<file path="src/rtl/tlc_timed_2way.sv">
// Two-approach timed traffic light controller: road A is main, road B is served on sensor demand.
// Optional all-red clearance phases are compiled in with `define TLC_ALL_RED_EN.
module tlc_timed_2way #(
    parameter int A_GREEN_MIN = 6,
    parameter int B_GREEN_MIN = 5,
    parameter int YELLOW_LEN  = 1,
    parameter int B_GREEN_MAX = 0,
    parameter int CLEAR_LEN   = 2,
    parameter int TW          = 8
) (
    input  logic       clk,
    input  logic       reset_n,
    input  logic       Sa,
    input  logic       Sb,
    output logic       Ra,
    output logic       Ya,
    output logic       Ga,
    output logic       Rb,
    output logic       Yb,
    output logic       Gb,
    output logic [2:0] phase,
    output logic       forced
);

    typedef enum logic [2:0] {
        A_GREEN  = 3'd0,
        A_YELLOW = 3'd1,
        A_CLEAR  = 3'd2,
        B_GREEN  = 3'd3,
        B_YELLOW = 3'd4,
        B_CLEAR  = 3'd5
    } phase_t;

    localparam logic [TW-1:0] A_MIN_LAST = TW'(A_GREEN_MIN - 1);
    localparam logic [TW-1:0] B_MIN_LAST = TW'(B_GREEN_MIN - 1);
    localparam logic [TW-1:0] Y_LAST     = TW'(YELLOW_LEN - 1);
    localparam logic [TW-1:0] C_LAST     = TW'(CLEAR_LEN - 1);
    localparam bit            MAX_EN     = (B_GREEN_MAX != 0);
    localparam logic [TW-1:0] B_MAX_LAST = TW'(MAX_EN ? (B_GREEN_MAX - 1) : 0);
    localparam logic [TW-1:0] TIMER_SAT  = {TW{1'b1}};

`ifdef TLC_ALL_RED_EN
    localparam phase_t AFTER_A_YELLOW = A_CLEAR;
    localparam phase_t AFTER_B_YELLOW = B_CLEAR;
`else
    localparam phase_t AFTER_A_YELLOW = B_GREEN;
    localparam phase_t AFTER_B_YELLOW = A_GREEN;
`endif

    // Lamp pattern {Ra,Ya,Ga,Rb,Yb,Gb} for a phase; clearance and illegal codes show red both ways.
    function automatic logic [5:0] lamp_decode(input phase_t ph);
        logic [5:0] l;
        case (ph)
            A_GREEN:  l = 6'b001_100;
            A_YELLOW: l = 6'b010_100;
            B_GREEN:  l = 6'b100_001;
            B_YELLOW: l = 6'b100_010;
            default:  l = 6'b100_100;
        endcase
        return l;
    endfunction

    phase_t        phase_r;
    phase_t        phase_next_s;
    logic [TW-1:0] timer_r;
    logic [TW-1:0] timer_next_s;
    logic          forced_r;
    logic          forced_next_s;
    logic [5:0]    lamps_r;
    logic [5:0]    lamps_next_s;
    logic          hold_s;

    // Next-phase, forced-exit flag, timer and lamp computation.
    always_comb begin
        phase_next_s  = phase_r;
        forced_next_s = 1'b0;
        hold_s        = Sb & ~Sa;
        case (phase_r)
            A_GREEN: begin
                if ((timer_r >= A_MIN_LAST) && Sb) phase_next_s = A_YELLOW;
                else                                phase_next_s = A_GREEN;
            end
            A_YELLOW: begin
                if (timer_r >= Y_LAST) phase_next_s = AFTER_A_YELLOW;
                else                   phase_next_s = A_YELLOW;
            end
            A_CLEAR: begin
                if (timer_r >= C_LAST) phase_next_s = B_GREEN;
                else                   phase_next_s = A_CLEAR;
            end
            B_GREEN: begin
                // The max limit wins; it only counts as forced if B still wanted to hold.
                if (MAX_EN && (timer_r >= B_MAX_LAST)) begin
                    phase_next_s  = B_YELLOW;
                    forced_next_s = hold_s;
                end else if ((timer_r >= B_MIN_LAST) && !hold_s) begin
                    phase_next_s = B_YELLOW;
                end else begin
                    phase_next_s = B_GREEN;
                end
            end
            B_YELLOW: begin
                if (timer_r >= Y_LAST) phase_next_s = AFTER_B_YELLOW;
                else                   phase_next_s = B_YELLOW;
            end
            B_CLEAR: begin
                if (timer_r >= C_LAST) phase_next_s = A_GREEN;
                else                   phase_next_s = B_CLEAR;
            end
            default: phase_next_s = A_GREEN;
        endcase

        if (phase_next_s != phase_r)  timer_next_s = {TW{1'b0}};
        else if (timer_r != TIMER_SAT) timer_next_s = timer_r + {{(TW-1){1'b0}}, 1'b1};
        else                           timer_next_s = timer_r;

        lamps_next_s = lamp_decode(phase_next_s);
    end

    // State, timer and registered output flops.
    always_ff @(posedge clk or negedge reset_n) begin
        if (!reset_n) begin
            phase_r  <= A_GREEN;
            timer_r  <= {TW{1'b0}};
            forced_r <= 1'b0;
            lamps_r  <= 6'b001_100;
        end else begin
            phase_r  <= phase_next_s;
            timer_r  <= timer_next_s;
            forced_r <= forced_next_s;
            lamps_r  <= lamps_next_s;
        end
    end

    assign {Ra, Ya, Ga, Rb, Yb, Gb} = lamps_r;
    assign phase  = phase_r;
    assign forced = forced_r;

endmodule

</file>
<file path="config.mk">
export PLATFORM = sky130hd
export DESIGN_NAME = tlc_timed_2way
export DESIGN_NICKNAME = d
export VERILOG_FILES = /design/src/rtl/tlc_timed_2way.sv
export SDC_FILE = /design/constraint.sdc
export NUM_CORES = 1
export LEC_CHECK = 0
export BUFFER_PORTS_ARGS = -buffer_cell sky130_fd_sc_hd__buf_2
export CORE_MARGIN = 4
export CORE_UTILIZATION = 40
export CTS_BUF_LIST = sky130_fd_sc_hd__clkbuf_8
export DETAILED_ROUTE_END_ITERATION = 6
export RECOVER_POWER = 100
export SYNTH_ARGS = -nofsm -noshare
export SYNTH_HDL_FRONTEND = slang
export SYNTH_SLANG_ARGS = --single-unit
</file>
<file path="constraint.sdc">
create_clock -name clk -period 4.28 [get_ports clk]
set_clock_uncertainty 0.1 [all_clocks]
set_input_delay 0.856 -clock clk [delete_from_list [all_inputs] [get_ports clk]]
set_output_delay 0.856 -clock clk [all_outputs]
set_load 0.01 [all_outputs]
</file>
==> results.tsv, run 1 <==
stage	metric	value	unit
synth	synthesized_net_count	103	
clock_network	post_cts_resized	0	
drt	num_vias	747	
synth	synth-async-reset-ratio	1.00	
finish	fillerInstances	234	
global_route	grt_antenna_before_repair	0	
timing	fmax	0.424	GHz
run	cap_viol_max_count	0	
clock_network	cts_buffers	3	
synth	ys_dominant_reg_cell	sky130_fd_sc_hd__dfrtp_1	
floorplan	core-area	2300	µm²
clock_network	clock_sinks	17	
drt	first_pass_iters	4	
timing	finalWorstPathRequiredPeriod	2.36	ns
drt	final_wl	1990	µm
finish	final_cell_mix	sky130_fd_sc_hd__dfrtp_1, sky130_fd_sc_hd__clkbuf_1, sky130_fd_sc_hd__inv_1, sky130_fd_sc_hd__nor3_1	
critical_path	reg_to_reg_slack_setup	1.92	ns
finish	final-instance-count-excl-fill	132	
global_route	grt_util_all_layers	0.134	
timing	final_min_period_over_clock_period	0.551	
floorplan	std_cell_rows	17	
run_status	result_of_the_run	complete, no violations	
clock_network	worst_skew_pair_latency	0.25	ns
synth	yosys.cell_types.count	47	
min_path	worstHoldStart	phase[2]	
critical_path	required	4.33	ns
critical_path	worstPathMaxFanout	9	
floorplan	chipWidth	58.2	µm
finish	nets	113	
synth	yosys_register_bits	17	
synth	synth.yosys.seq_area_share	0.424	
synth	synth_warnings	0	
timing	finalMaxSlewViolations	0	
drt	postRouteAntennaNets	0	
place	routabilityCongestion	0.835	
min_path	worst_hold_endpoint	phase[1]	
floorplan	floorplan.die_area	3390	µm²
power	power.density_cell_area	654	nW/µm²
clock_network	cts_hold_buf	0	
place	place.detailed.hpwl	1460	µm
min_path	min-delay-path-class	flip-flop to flip-flop	
synth	synthesis.area	1010	µm²
synth	synthesis.instances	95	
critical_path	timing_worst_setup_path_type	flip-flop to flip-flop	
synth	number_of_enable_flip_flop_cells_after_synthesis	0	
power	maximum_vdd_drop	0.443	mV
finish	layout-area-overhead-vs-synth	4.47	%
drt	detail_route.drc_violations	0	
critical_path	crit-reg2reg-capture	timer_r[6]	
clock_network	cts_root_buf	sky130_fd_sc_hd__clkbuf_8	
floorplan	floorplan.die.height	58.2	µm
drt	drtIter0Drc	15	
global_route	first_pass_grt_wire_length	3520	µm
place	port_buffers	12	
critical_path	cp-start-kind	flip-flop	
clock_network	cts_htree_levels	1	
power	power.leakage	0.457	nW
clock_network	cts_buffer_depth	2	
place	detailed_place.area	1070	µm²
timing	slew_headroom	0.377	
timing	hold_viol_final	0	
drt	wirelength_per_cell	15.1	µm
timing	setup-violations-final	0	
timing	setup_repair_after_global_routing_missed_its_margin	no	
global_route	number_of_global_route_vias_before_repair	800	
drt	viasPerCell	5.66	
synth	syn-mean-instance-area	10.6	µm²
finish	final_design_area_no_fill	1050	µm²
floorplan	initial_core_utilization	0.439	
timing	worst_slew_pin_slew	0.930	ns
clock_network	path_clk_slew	0.07	ns
clock_network	tritoncts	done	
global_route	globalRouteOverflowTotal	0	
place	dp_cells	128	
global_route	grt_start_max_net_pins	18	
critical_path	worst-endpoint-arrival	2.41	ns
critical_path	rr_startpoint	timer_r[6]	
finish	final_layout_size_suffix_gt1_frac	0.173	
clock_network	number_of_setup_buffers_added_after_cts	0	
min_path	worstHoldPathCells	1	
finish	num_antenna_cells	0	
power	final_power	0.000689	W
floorplan	ios	14	
critical_path	timing.critical_path.to_type	flip-flop	
timing	fin_tns_setup	0	ns
critical_path	length_in_cells_of_the_worst_reg_to_reg_path	4	
finish	final_common_cell	sky130_fd_sc_hd__dfrtp_1	
==> worst max path at each step <==
| stage | endpoint | slack, ns | depth (start not counted) | startpoint |
|---|---|---|---|---|
| global route | timer_r[2] | 1.80 | 4 | timer_r[6] |
| CTS | timer_r[6] | 2.17 | 4 | timer_r[6] |
| detailed placement | timer_r[6] | 2.19 | 4 | timer_r[6] |
| floorplan | timer_r[0] | 2.30 | 5 | phase[0] |
| finish | timer_r[6] | 1.92 | 4 | timer_r[6] |
| global placement | timer_r[2] | 2.23 | 4 | timer_r[6] |
==> power by group <==
part	switching, W	internal [W]	total [W]	leakage, nW
registers	0.0000602	0.000212	0.000272	0.212
clock network	0.0000514	0.0000634	0.000115	0.0269
logic	0.000181	0.000121	0.000302	0.218
total	0.000293	0.000397	0.000689	0.457
==> layout make-up <==
class	instances	area, µm²	area share
Tap cell	28	35.0	0.0333
Sequential cell	17	428	0.406
Inverter	4	15.0	0.0143
Clock buffer	3	41.3	0.0392
Timing Repair Buffer	12	47.5	0.0451
Clock inverter	1	3.75	0.00356
Multi-Input combinational cell	67	483	0.458
==> cell usage after synthesis (2+ instances only) <==
library cell	instances	area, µm²
sky130_fd_sc_hd__mux2i_1	2	20.0
sky130_fd_sc_hd__dfstp_2	2	52.6
sky130_fd_sc_hd__ha_1	4	50.1
sky130_fd_sc_hd__nand3_1	4	20.0
sky130_fd_sc_hd__or4_4	2	22.5
sky130_fd_sc_hd__o21ai_0	2	10.0
sky130_fd_sc_hd__nand4_1	2	12.5
sky130_fd_sc_hd__clkbuf_1	4	15.0
sky130_fd_sc_hd__a31oi_1	3	18.8
sky130_fd_sc_hd__nor4_2	2	25.0
sky130_fd_sc_hd__and3_1	2	12.5
sky130_fd_sc_hd__nand2b_1	2	12.5
sky130_fd_sc_hd__nor3_1	5	25.0
sky130_fd_sc_hd__inv_1	4	15.0
sky130_fd_sc_hd__dfrtp_1	15	375
sky130_fd_sc_hd__or2_2	2	12.5
sky130_fd_sc_hd__nor2_1	4	15.0
sky130_fd_sc_hd__nand2_1	3	11.3
sky130_fd_sc_hd__a21oi_1	3	15.0
==> worst max-delay path, stage by stage (launching register included) <==
cell                      delay [ns]
sky130_fd_sc_hd__dfrtp_1        0.48
sky130_fd_sc_hd__or4_1          0.65
sky130_fd_sc_hd__o41ai_1        0.43
sky130_fd_sc_hd__a31oi_1        0.25
sky130_fd_sc_hd__nor4_2         0.34
==> stage by stage <==
step | setup slack (ns) | util | hold slack (ns)
floorplan | 2.30 | - | 0.460
global placement | 2.23 | 0.464 | 0.468
detailed placement | 2.19 | 0.464 | 0.481
CTS | 2.17 | 0.484 | 0.433
global route | 1.80 | 0.459 | 0.528
finish | 1.92 | 0.459 | 0.489
==> metal layers <==
layer	GRT usage	vias to the layer above	share of wire
li1	-	365	-
met1	0.182	359	0.46
met2	0.213	19	0.48
met3	0.0178	4	0.050
met4	0.0563	0	0.015
met5	0	-	0
==> state kept, by name (all words and copies together) (netlist names) <==
signal,cells
lamps_r,6
phase,3
timer_r,8
==> cell families after synthesis <==
family                     Yosys count  share of synthesized area
and+or+nand+nor                     37                      0.237
AOI/OAI and AO/OA                   21                      0.194
DFF                                 17                      0.424
buffers and inverters               11                     0.0521
adders and majority gates            5                     0.0608
muxes                                2                     0.0199
other                                1                    0.00372
xor gates and xnor gates             1                    0.00869
No activity file was read; power rests on OpenSTA's default activity.
==> run 2: changes to the inputs <==
==> constraint.sdc (replaced) <==
create_clock -name clk -period 1.9 [get_ports clk]
set_clock_uncertainty 0.1 [all_clocks]
set_input_delay 0.38 -clock clk [delete_from_list [all_inputs] [get_ports clk]]
set_output_delay 0.38 -clock clk [all_outputs]
set_load 0.01 [all_outputs]
==> run 2 against run 1 <==
Against the previous run:
- sequential power increased by 92%
- critical endpoint is now phase[0]
- highest routed layer unchanged
- final area grew 20%
- critical path depth is the same
==> results.tsv, run 2 (synthesized netlist as in run 1, its figures left out) <==
stage	metric	value	unit	change
timing	worst_slew_pin_slew	0.872	ns	-0.0575 ns
power	power.leakage	0.562	nW	+23%
global_route	globalRouteOverflowTotal	0		unchanged
finish	largest_register	timer_r		
floorplan	core-area	2300	µm²	unchanged
floorplan	chipWidth	58.2	µm	unchanged
finish	num_antenna_cells	0		unchanged
place	pre_cts_slack	0.00832	ns	-2.18 ns
finish	nets	131		+16%
clock_network	clock_sinks	17		unchanged
timing	final.setup.worst_slack	0.0600	ns	-1.86 ns
critical_path	worst_path_most_repeated_cell	sky130_fd_sc_hd__or4_4		
min_path	min-delay-path-class	input pin to flip-flop		
drt	first_pass_iters	5		+1
timing	finalWorstPathRequiredPeriod	1.84	ns	-0.518 ns
clock_network	path_clk_slew	0.07	ns	about the same
clock_network	tritoncts	done		
critical_path	timing.critical_path.to_type	flip-flop		
global_route	first_pass_grt_wire_length	3650	µm	+3.7%
drt	num_vias	815		+9.1%
critical_path	worst_path_largest_cell_delay	0.60	ns	-0.05 ns
timing	final_min_period_over_clock_period	0.968		+0.418
drt	viasPerCell	5.43		-4.0%
timing	fin_tns_setup	0	ns	unchanged
timing	whs	0.355	ns	-0.134 ns
global_route	grt_antenna_before_repair	0		unchanged
finish	final_cell_mix	sky130_fd_sc_hd__buf_4, sky130_fd_sc_hd__dfrtp_1, sky130_fd_sc_hd__clkbuf_1, sky130_fd_sc_hd__nor3_1, sky130_fd_sc_hd__buf_2		
floorplan	floorplan.die_area	3390	µm²	unchanged
finish	largest_reg_flops	8		unchanged
floorplan	std_cell_rows	17		unchanged
power	maximum_vdd_drop	1.06	mV	+140%
power	p_int	0.00114	W	+190%
timing	hold_viol_final	0		unchanged
global_route	number_of_global_route_vias_before_repair	784		-2.0%
power	switching_share	0.399		-0.0260
finish	final_design_area_no_fill	1260	µm²	+20%
finish	final_common_cell	sky130_fd_sc_hd__buf_4		
place	port_buffers	12		unchanged
power	clkPwrFrac	0.140		-0.027
floorplan	ios	14		unchanged
power	power.share.sequential	0.275		-0.120
finish	layout-area-overhead-vs-synth	25.4	%	
power	total_switching_power	0.000757	W	+160%
clock_network	cts_root_buf	sky130_fd_sc_hd__clkbuf_8		
critical_path	cp-start-kind	flip-flop		
drt	postRouteAntennaNets	0		unchanged
critical_path	path_delay_family	simple AND/OR/NAND/NOR gates		
timing	setup_repair_after_global_routing_missed_its_margin	yes		
drt	final_wl	2030	µm	+1.9%
timing	slew_headroom	0.418		+0.0412
run	cap_viol_max_count	0		unchanged
clock_network	cts_buffers	3		unchanged
global_route	grt_start_max_net_pins	18		unchanged
run_status	result_of_the_run	complete, no violations		
critical_path	critPathBufInv	0		unchanged
critical_path	worst-endpoint-arrival	1.93	ns	-0.48 ns
timing	fmax	0.543	GHz	+28%
timing	finalMaxSlewViolations	0		unchanged
floorplan	initial_core_utilization	0.439		unchanged
global_route	grt_util_all_layers	0.136		+0.00240
place	place.detailed.hpwl	1530	µm	+4.8%
critical_path	timing_worst_setup_path_type	flip-flop to flip-flop		
finish	final_layout_size_suffix_gt1_frac	0.410		+0.237
clock_network	cts_htree_levels	1		unchanged
power	power.share.combinational	0.586		+0.147
timing	setup-violations-final	0		unchanged
critical_path	critPathSlowestCell	sky130_fd_sc_hd__or4_4		
floorplan	floorplan.die.height	58.2	µm	unchanged
place	routabilityCongestion	0.800		-4.2%
clock_network	worst_skew_pair_latency	0.25	ns	about the same
power	power.density_cell_area	1500	nW/µm²	+130%
critical_path	worstPathCellList	or4_4 -> or4_4 -> o21ai_0 -> a21o_1		
drt	drtIter0Drc	29		+14
place	detailed_place.area	1170	µm²	+10%
drt	wirelength_per_cell	13.5	µm	-10%
critical_path	worstPathMaxFanout	5		-4
drt	detail_route.drc_violations	0		unchanged
critical_path	required	1.99	ns	-2.34 ns
clock_network	cts_buffer_depth	2		unchanged
run 2: cell types whose count changed in the layout (fill, tap and decap cells not counted), sizes merged:
cell and change:
clkbuf -3, clkinv +1, inv -1, buf +20, dlygate4sd3 +1
run 2: what timing repair did:
action	CTS	global route
endpoints found under the hold margin	15	0
setup buffers	0	3
pin swaps	0	1
resized for setup	1	6
setup endpoints to repair	3	10
hold buffers	1	0
run 2: cell type report:
| cell class | count | area (µm²) |
|---|---|---|
| multi-input combinational | 67 | 552 |
| fill | 203 | 1030 |
| timing repair buffer | 30 | 189 |
| clock buffer | 3 | 41.3 |
| clock inverter | 1 | 5.00 |
| tap | 28 | 35.0 |
| inverter | 4 | 15.0 |
| sequential | 17 | 428 |
run 2: power by group through the flow:
stage | clock (W) | sequential [W] | combinational, W
floorplan | 0 | 0.000599 | 0.000655
finish | 0.000265 | 0.000521 | 0.00111
global route | 0.000295 | 0.000539 | 0.00122
detailed placement | 0 | 0.000524 | 0.00105
global placement | 0 | 0.000521 | 0.00104
CTS | 0.000275 | 0.000517 | 0.00107
run 2: worst paths after layout:
path | from | to | slack [ns] | cells after the start
max in group asynchronous | reset_n | timer_r[5] | 0.51 | 2
setup / recovery | timer_r[4] | phase[0] | 0.06 | 4
min in group asynchronous | reset_n | phase[0] | 0.66 | 2
hold / removal | Sb | lamps_r[4] | 0.35 | 3
setup reg to reg | timer_r[4] | phase[0] | 0.06 | 4
hold reg to reg | phase[2] | phase[1] | 0.48 | 2
run 2: worst reg2reg max path: cells and delay by family, from the launching register on:
family | cells | cell delay [ns]
AND/OR/NAND/NOR | 2 | 1.06
flip-flops | 1 | 0.39
AO/OA/AOI/OAI | 2 | 0.25
run 2: layer usage:
layer,track usage,wire length (µm),vias up
met5,0,0,-
met4,0.0199,12,0
met3,0.0423,132,2
met2,0.211,906,24
met1,0.190,979,387
li1,-,-,402
run 2: through the flow:
stage	utilization	instances	power, W
2_1_floorplan	-	95	0.00125
3_3_place_gp	0.511	142	0.00156
3_5_place_dp	0.511	142	0.00158
4_1_cts	0.536	147	0.00186
5_1_grt	0.551	150	0.00206
6_report	0.551	150	0.00190
==> run 3: changes to the inputs <==
--- a/config.mk
+++ b/config.mk
@@ -6,7 +6,8 @@
 export NUM_CORES = 1
 export LEC_CHECK = 0
 export BUFFER_PORTS_ARGS = -buffer_cell sky130_fd_sc_hd__buf_2
-export CORE_MARGIN = 4
+export CORE_ASPECT_RATIO = 1.5
+export CORE_MARGIN = 10
 export CORE_UTILIZATION = 40
 export CTS_BUF_LIST = sky130_fd_sc_hd__clkbuf_8
 export DETAILED_ROUTE_END_ITERATION = 6
==> run 3 against run 2 <==
Against the previous run:
- sequential share of layout area about the same
- worst hold slack improved by 0.015 ns
- first-iteration DRC count decreased by 52%
- combinational power about the same
- register-to-register slack about the same
- routed wire length increased by 12%
- count of clock-buffer cells in the layout unchanged
- fmax decreased by 0.37%
- setup slack got worse by 0.0068 ns
- global-route usage decreased by 3.3 points
- largest power group unchanged
==> results.tsv, run 3 (synthesized netlist as in run 1, its figures left out) <==
stage	metric	value	unit	change
global_route	grt_antenna_before_repair	0		unchanged
min_path	min-delay-path-class	input pin to flip-flop		
critical_path	worstPathMaxFanout	8		+3
timing	fin_tns_setup	0	ns	unchanged
critical_path	worst_path_largest_cell_delay	0.41	ns	-0.19 ns
power	maximum_vdd_drop	0.747	mV	-30%
critical_path	crit_start	timer_r[0]		
power	power.density_cell_area	1530	nW/µm²	+1.9%
floorplan	ios	14		unchanged
clock_network	cts_buffer_depth	2		unchanged
run_status	result_of_the_run	complete, no violations		
global_route	gr-usage-met2	0.167		-0.0446
finish	final_common_cell	sky130_fd_sc_hd__dfrtp_1		
drt	wirelength_per_cell	15.8	µm	+17%
timing	setup-violations-final	0		unchanged
finish	largest_register	timer_r		
critical_path	critPathBufInv	1		+1
clock_network	cts_root_buf	sky130_fd_sc_hd__clkbuf_8		
global_route	grt_start_max_net_pins	18		unchanged
global_route	globalRoute.busiestLayer	met2		
finish	largest_reg_flops	8		unchanged
floorplan	floorplan.die_area	4970	µm²	+47%
timing	final.setup.worst_slack	0.0532	ns	-0.00683 ns
global_route	groute.layer.met1.usage	0.115		-0.0754
finish	final_layout_size_suffix_gt1_frac	0.400		-0.00984
floorplan	chipWidth	61.0	µm	+4.8%
timing	fmax	0.541	GHz	-0.37%
timing	hold_viol_final	0		unchanged
clock_network	cts_buffers	3		unchanged
critical_path	rr_startpoint	timer_r[0]		
critical_path	timing.critical_path.to_type	flip-flop		
critical_path	crit_cells	6		+2
power	total_switching_power	0.000780	W	+3.1%
critical_path	required	1.97	ns	-0.02 ns
floorplan	core-area	2420	µm²	+5.4%
timing	finalMaxSlewViolations	0		unchanged
critical_path	timing_worst_setup_path_type	flip-flop to flip-flop		
finish	final_cell_mix	sky130_fd_sc_hd__dfrtp_1, sky130_fd_sc_hd__buf_4, sky130_fd_sc_hd__clkbuf_1, sky130_fd_sc_hd__nor3_1, sky130_fd_sc_hd__buf_2		
global_route	globalRouteOverflowTotal	0		unchanged
power	switching_share	0.403		+0.00433
floorplan	initial_core_utilization	0.416		-0.0227
critical_path	critPathSlowestCell	sky130_fd_sc_hd__dfrtp_1		
run	cap_viol_max_count	0		unchanged
clock_network	cts_htree_levels	1		unchanged
clock_network	worst_skew_pair_latency	0.26	ns	about the same
global_route	grt_util_all_layers	0.104		-0.0326
critical_path	worstSetupEndpoint	timer_r[6]		
drt	drtIter0Drc	14		-52%
timing	slew_headroom	0.374		-0.0444
power	clkPwrFrac	0.138		-0.002
timing	setup_repair_after_global_routing_missed_its_margin	yes		
finish	num_antenna_cells	0		unchanged
finish	nets	129		-1.5%
critical_path	cp-start-kind	flip-flop		
place	place.detailed.hpwl	1730	µm	+13%
drt	detail_route.drc_violations	0		unchanged
power	power.leakage	0.556	nW	-1.0%
timing	worst_slew_pin_slew	0.939	ns	+0.0665 ns
global_route	first_pass_grt_wire_length	3910	µm	+7.2%
timing	whs	0.370	ns	+0.0150 ns
floorplan	std_cell_rows	22		+5
place	routabilityCongestion	0.847		+5.8%
global_route	number_of_global_route_vias_before_repair	832		+6.1%
global_route	globalRouteMet3Util	0.0309		-0.0115
place	port_buffers	12		unchanged
clock_network	path_clk_slew	0.07	ns	about the same
drt	postRouteAntennaNets	0		unchanged
min_path	worstHoldStart	Sb		
finish	layout-area-overhead-vs-synth	25.6	%	about the same
critical_path	reg_to_reg_slack_setup	0.05	ns	about the same
drt	final_wl	2280	µm	+12%
critical_path	worst-endpoint-arrival	1.91	ns	-0.02 ns
power	power.share.combinational	0.591		+0.005
drt	num_vias	824		+1.1%
floorplan	floorplan.die.height	81.5	µm	+40%
power	p_int	0.00116	W	+1.3%
critical_path	path_delay_family	simple AND/OR/NAND/NOR gates		
place	pre_cts_slack	-0.0352	ns	-0.0435 ns
timing	final_min_period_over_clock_period	0.972		+0.00360
critical_path	length_in_cells_of_the_worst_reg_to_reg_path	6		+2
drt	first_pass_iters	4		-1
timing	finalWorstPathRequiredPeriod	1.85	ns	+0.00683 ns
power	power.share.sequential	0.271		-0.004
clock_network	tritoncts	done		
critical_path	crit-reg2reg-capture	timer_r[6]		
clock_network	clock_sinks	17		unchanged
drt	viasPerCell	5.72		+5.3%
critical_path	worstPathCellList	inv_2 -> ha_4 -> or2b_4 -> o41ai_4 -> a31oi_4 -> nor4_2		
run 3: power by group through the flow:
| stage | logic, W | registers (W) | clock network (W) |
|---|---|---|---|
| global placement | 0.00103 | 0.000525 | 0 |
| CTS | 0.00114 | 0.000522 | 0.000274 |
| floorplan | 0.000655 | 0.000599 | 0 |
| global route | 0.00127 | 0.000541 | 0.000295 |
| detailed placement | 0.00105 | 0.000527 | 0 |
| finish | 0.00114 | 0.000525 | 0.000268 |
run 3: layout make-up:
cell class | count | area, µm²
timing repair buffer | 28 | 186
clock inverter | 1 | 3.75
tap | 24 | 30.0
inverter | 4 | 15.0
multi-input combinational | 67 | 562
fill | 233 | 1160
clock buffer | 3 | 41.3
sequential | 17 | 428
run 3: worst min path at each step:
stage / endpoint / slack [ns] / cells past startpoint
5_1_grt: lamps_r[4] / 0.41 / 3
2_1_floorplan: lamps_r[0] / -0.02 / 0
6_report: lamps_r[4] / 0.37 / 3
4_1_cts: lamps_r[4] / 0.37 / 3
3_3_place_gp: lamps_r[5] / 0.22 / 1
3_5_place_dp: lamps_r[0] / 0.23 / 1
run 3: per-layer routing:
layer | wire (µm) | share of wire
met5 | 0 | 0
met4 | 75 | 0.033
met3 | 141 | 0.062
met2 | 1180 | 0.52
met1 | 886 | 0.39
run 3: tightest hold or removal path, stage by stage:
cell                      delay, ns
sky130_fd_sc_hd__buf_2         0.11
sky130_fd_sc_hd__nand3_1       0.12
sky130_fd_sc_hd__a21oi_1       0.07
run 3: repair_timing:
action                     in CTS  in global routing
hold buffers                    1                  0
buffers inserted                1                  0
setup endpoints to repair      10                  9
pin swaps                       2                  4
hold endpoints to repair       15                  0
resized for setup               2                  8
run 3: per-stage QoR:
stage	total power (W)	utilization	area (µm²)	cells
final	0.00194	0.523	1270	144
after global routing	0.00210	0.523	1270	144
after CTS	0.00194	0.518	1250	144
after detailed placement	0.00157	0.482	1170	138
after global placement	0.00155	0.482	1170	138
after floorplan	0.00125	-	1020	95
